<file path="src/rtl/sqrt_req_queue.sv">
// sqrt_req_queue: operand issue queue in front of the CORDIC square-root core.
// Buffers signed operands in a small circular FIFO, drops negative operands
// (flagging them on err_neg), and issues one operand at a time to the core,
// waiting for its completion pulse before issuing the next.
module sqrt_req_queue #(
    parameter int WIDTH = 16,
    parameter int DEPTH = 4
) (
    input  logic                       clk,
    input  logic                       reset,
    input  logic                       in_val,
    input  logic [WIDTH-1:0]           in_data,
    output logic                       in_rdy,
    input  logic                       core_ready,
    input  logic                       core_done,
    output logic                       core_val,
    output logic [WIDTH-1:0]           core_A,
    output logic                       err_neg,
    output logic                       busy,
    output logic [$clog2(DEPTH):0]     count
);

    localparam int PW = $clog2(DEPTH);
    localparam int CW = PW + 1;

    typedef enum logic {
        S_IDLE,
        S_WAIT
    } state_t;

    state_t           state_q, state_d;

    logic [WIDTH-1:0] mem_q [DEPTH];
    logic [WIDTH-1:0] mem_d [DEPTH];
    logic [PW-1:0]    wr_ptr_q, wr_ptr_d;
    logic [PW-1:0]    rd_ptr_q, rd_ptr_d;
    logic [CW-1:0]    count_q, count_d;
    logic             core_val_q, core_val_d;
    logic [WIDTH-1:0] core_A_q, core_A_d;
    logic             err_neg_q, err_neg_d;

    logic             accept;
    logic             is_neg;
    logic             push;
    logic             pop;

    // Handshake decode: acceptance, negative screen, and the issue (pop) condition.
    always_comb begin
        in_rdy = (count_q != CW'(DEPTH));
        accept = in_val && in_rdy;
        is_neg = in_data[WIDTH-1];
        push   = accept && !is_neg;
        pop    = (state_q == S_IDLE) && (count_q != '0) && core_ready;
    end

    // Issue FSM next-state: one operand in flight, released by the core's done pulse.
    always_comb begin
        state_d = state_q;
        case (state_q)
            S_IDLE: begin
                if (pop) begin
                    state_d = S_WAIT;
                end
            end
            S_WAIT: begin
                if (core_done) begin
                    state_d = S_IDLE;
                end
            end
            default: state_d = S_IDLE;
        endcase
    end

    // FIFO storage, pointers and occupancy; pop reads the pre-edge head, so a
    // push into an empty FIFO cannot be issued on the same edge.
    always_comb begin
        mem_d    = mem_q;
        wr_ptr_d = wr_ptr_q;
        rd_ptr_d = rd_ptr_q;
        count_d  = count_q;

        if (push) begin
            mem_d[wr_ptr_q] = in_data;
            wr_ptr_d        = wr_ptr_q + PW'(1);
        end
        if (pop) begin
            rd_ptr_d = rd_ptr_q + PW'(1);
        end

        case ({push, pop})
            2'b10:   count_d = count_q + CW'(1);
            2'b01:   count_d = count_q - CW'(1);
            default: count_d = count_q;
        endcase
    end

    // Core-side outputs: one-cycle valid pulse, operand held until the next issue,
    // and a one-cycle error flag for each discarded negative operand.
    always_comb begin
        core_val_d = pop;
        core_A_d   = core_A_q;
        err_neg_d  = accept && is_neg;
        if (pop) begin
            core_A_d = mem_q[rd_ptr_q];
        end
    end

    // Control and output registers with synchronous reset.
    always_ff @(posedge clk) begin
        if (reset) begin
            state_q    <= S_IDLE;
            wr_ptr_q   <= '0;
            rd_ptr_q   <= '0;
            count_q    <= '0;
            core_val_q <= 1'b0;
            core_A_q   <= '0;
            err_neg_q  <= 1'b0;
        end else begin
            state_q    <= state_d;
            wr_ptr_q   <= wr_ptr_d;
            rd_ptr_q   <= rd_ptr_d;
            count_q    <= count_d;
            core_val_q <= core_val_d;
            core_A_q   <= core_A_d;
            err_neg_q  <= err_neg_d;
        end
    end

    // FIFO data array; contents are only meaningful under the pointers, so no reset.
    always_ff @(posedge clk) begin
        mem_q <= mem_d;
    end

    assign core_val = core_val_q;
    assign core_A   = core_A_q;
    assign err_neg  = err_neg_q;
    assign busy     = (state_q == S_WAIT);
    assign count    = count_q;

endmodule

</file>
<file path="config.mk">
export PLATFORM = sky130hd
export DESIGN_NAME = sqrt_req_queue
export DESIGN_NICKNAME = d
export VERILOG_FILES = /design/src/rtl/sqrt_req_queue.sv
export SDC_FILE = /design/constraint.sdc
export NUM_CORES = 1
export LEC_CHECK = 0
export ABC_AREA = 1
export CAP_MARGIN = 20
export CORE_ASPECT_RATIO = 1.1
export CORE_MARGIN = 2
export CORE_UTILIZATION = 60
export DETAILED_ROUTE_END_ITERATION = 6
export GPL_ROUTABILITY_DRIVEN = 0
export HOLD_SLACK_MARGIN = 0.12
export PLACE_DENSITY = 0.89
export SYNTH_ARGS = -nofsm -noshare
export SYNTH_HDL_FRONTEND = slang
export SYNTH_SLANG_ARGS = --single-unit
</file>
<file path="constraint.sdc">
create_clock -name clk -period 4.35 [get_ports clk]
set_input_delay 0.87 -clock clk [delete_from_list [all_inputs] [get_ports clk]]
set_output_delay 0.87 -clock clk [all_outputs]
set_load 0.02 [all_outputs]
</file>
==> metrics.cfg <==
[synth]
largest_family_of_logic_cells_by_synthesized_area=simple AND/OR/NAND/NOR gates
count_of_mapped_cells_out_of_synthesis=426
netlist_area_um2=3925
share_of_the_yosys_chip_area_belonging_to_registers=0.6223
synthArstFlopShare=0
synth_compound_gate_area_share=0.007651
proportion_of_synthesized_area_in_mux_cells=0
synth.net_count=453
synth_edf_count=64
synth_seq_cells=90
ys_dominant_reg_cell=sky130_fd_sc_hd__edfxtp_1
post_synth.cell_area_avg_um2=9.214
synth_warnings=0
yosys.area_share.xor_xnor=0
synth.distinct_cells=21
synth_adder_area_share=0.02104
synth_simple_gate_area_share=0.2219

[detailed_routing]
finalWirelength_mm=7.253
post_drt_via_cell_ratio=4.933
route.detailed.wl_per_inst_um=13.07
detail_route.drc_violations=0
highest_layer=met4
dr_wl_met2_mm=3.831
drt-pass1-iter-count=4
num_vias=2738
met3WireLength_um=484
initialDrtViolationCount=257
ant_nets=0
wirelength_met1_mm=2.781

[worst_setup_path]
cpMaxStageDelayCell=sky130_fd_sc_hd__clkdlybuf4s50_1
critical_path.startpoint_type=primary input
critPathMaxFanout=36
setup.worst_path.end_class=flop
crit_path_frequent_cell=sky130_fd_sc_hd__nand2_1
r2r_slack_ns=2.24
required_ns=4.65
worst-endpoint-arrival_ns=2.96
crit_type=in -> reg
cpPeakStageDelay_ns=0.55
worstPathCellList=clkdlybuf4s50_1 -> nand3_4 -> inv_1 -> ha_1 -> inv_1 -> fa_1 -> nand2_1 -> nand3_1 -> nand2_1 -> nand2_1 -> nor2_1

[hold_path]
hp-class=reg -> reg

[sta]
finalWorstPathRequiredPeriod_ns=2.665
slew_headroom=0.4506
tns_ns=0
final-max-slew-violation-count=0
layout_worst_path_cycle_share=0.6125
hold_viol_final=0
maxClockFrequency_mhz=375.3
finalClockSkew_ns=0.007318
tightest_slew_ns=0.8229
rsz0062_at_grt=false
finalSetupViolations=0

[cells_and_area]
antenna_cells_inserted=0
finish.net_count=497
postLayoutCellArea_um2=4591
drive_above_1_share=0.06105
area_growth_pct=16.96
fillerInstances=448

[global_routing]
largest_net_degree_at_the_start_of_global_routing=37
first_global_vias=2636
grt_antenna_before_repair=0
grt_pass1_wl_mm=11.83
grt_ovf=0
grt_util_all_layers=0.2267

[place]
postPlaceCellArea_um2=4387
placement.io_buffers=43
dp_hpwl_mm=4.575

[floorplanning]
floorplan.rows=30
die-height_um=88.83
die-area_um2=7205
design.core.area_um2=6231
io_pins=44
starting_density_of_the_core=0.6299
die_w_um=81.12

[pwr]
finalPower_mw=2.458
power_density_nw_per_um2=535.4
power.leakage_nw=2.111
vdd_ir_drop_max_mv=0.2632

[clocking]
clock_pin_transition_on_the_worst_setup_and_hold_timing_paths_ns=0.09
ctsHtreeMaxLevel=3
post_cts_resize_count=0
cts-hold-fix-buffers=0
numCtsBuffers=9
cts_root_buffer=sky130_fd_sc_hd__clkbuf_8
post_cts_setup_repair_bufs=0
cts_tree=done
clock_latency_ns=0.35
cts.sinks=90
clock_path_buffers=2

[run]
cap_viol_max_count=0

[status]
run_status=completed

-- worst paths after layout --
path | start | end | depth (start not counted)
hold reg to reg | core_A[12]$_SDFFE_PP0P_ | core_A[12]$_SDFFE_PP0P_ | 4
hold / removal | core_A[12]$_SDFFE_PP0P_ | core_A[12]$_SDFFE_PP0P_ | 4
setup / recovery | core_ready | count[2]$_SDFFE_PP0P_ | 11
setup reg to reg | count[1]$_SDFFE_PP0P_ | count[2]$_SDFFE_PP0P_ | 12
-- placed cells by master (no fill, tap or decap), drive strengths merged, types with 2 or more instances in the layout --
master,instances
clkdlybuf4s50,43
edfxtp,64
clkinvlp,3
clkinv,2
ha,5
buf,5
nand3,37
nand2,125
clkbuf,10
a21oi,4
inv,98
nor2,47
o21ai,2
dfxtp,26
-- cell usage after synthesis (2+ instances only) --
cell | n | area, um^2
sky130_fd_sc_hd__inv_4 | 2 | 12.51
sky130_fd_sc_hd__edfxtp_1 | 64 | 1922
sky130_fd_sc_hd__inv_1 | 95 | 356.6
sky130_fd_sc_hd__ha_1 | 5 | 62.56
sky130_fd_sc_hd__buf_6 | 7 | 78.83
sky130_fd_sc_hd__buf_4 | 3 | 22.52
sky130_fd_sc_hd__nand2_1 | 124 | 465.5
sky130_fd_sc_hd__o21ai_0 | 2 | 10.01
sky130_fd_sc_hd__nor2_1 | 46 | 172.7
sky130_fd_sc_hd__buf_2 | 5 | 25.02
sky130_fd_sc_hd__dfxtp_1 | 26 | 520.5
sky130_fd_sc_hd__a21oi_1 | 4 | 20.02
sky130_fd_sc_hd__nand3_1 | 35 | 175.2
-- worst max-delay path, delay by kind of cell --
| kind | cells | cell delay, ns |
|---|---|---|
| buffers and inverters | 3 | 0.77 |
| adder cells (fa/ha/maj) | 2 | 0.55 |
| AND/OR/NAND/NOR | 6 | 0.77 |
-- routing by layer --
| layer | track usage | vias up |
|---|---|---|
| met1 | 0.2645 | 1257 |
| met3 | 0.04184 | 12 |
| met4 | 0.1263 | 0 |
| met5 | 0 | - |
| li1 | - | 1381 |
| met2 | 0.3944 | 88 |
-- logic make-up (layout without fill, tap and decap cells) --
group                      after synthesis  in the layout
and+or+nand+nor                        211            211
adders and majority gates                6              6
DFF                                     90             90
buffers and inverters                  113            162
AOI/OAI and AO/OA                        6              6
-- flip-flops by register name (all words and copies together) (netlist names) --
signal    cells
core_A       16
wr_ptr_q      2
busy          1
count         3
err_neg       1
mem_q        64
rd_ptr_q      2
core_val      1
-- through the flow --
step                setup slack [ns]  cells  hold slack [ns]    util
finish                         1.685    555           0.5197  0.7367
global route                   1.486    555           0.5526  0.7367
CTS                            1.700    555           0.5194  0.7367
detailed placement             1.316    539           0.5038  0.7040
global placement               1.396    538           0.4971  0.6996
floorplan                      2.161    426           0.5551       -
-- cell type report --
type | instances | area [um^2] | area share
clock buffer | 10 | 137.6 | 0.02998
clock inverter | 6 | 66.31 | 0.01445
inverter | 98 | 372.9 | 0.08122
multi-input combinational | 223 | 983.4 | 0.2142
sequential | 90 | 2442 | 0.5320
tap | 80 | 100.1 | 0.02180
timing repair buffer | 48 | 488.0 | 0.1063
-- where the power goes --
| group | internal [mW] | switching (mW) | total [mW] | leakage (nW) |
|---|---|---|---|---|
| logic | 0.317 | 0.475 | 0.792 | 1.22 |
| registers | 1.02 | 0.0728 | 1.10 | 0.795 |
| clock network | 0.281 | 0.290 | 0.570 | 0.0945 |
| total | 1.62 | 0.838 | 2.46 | 2.11 |
No activity file was read; power rests on OpenSTA's default activity.
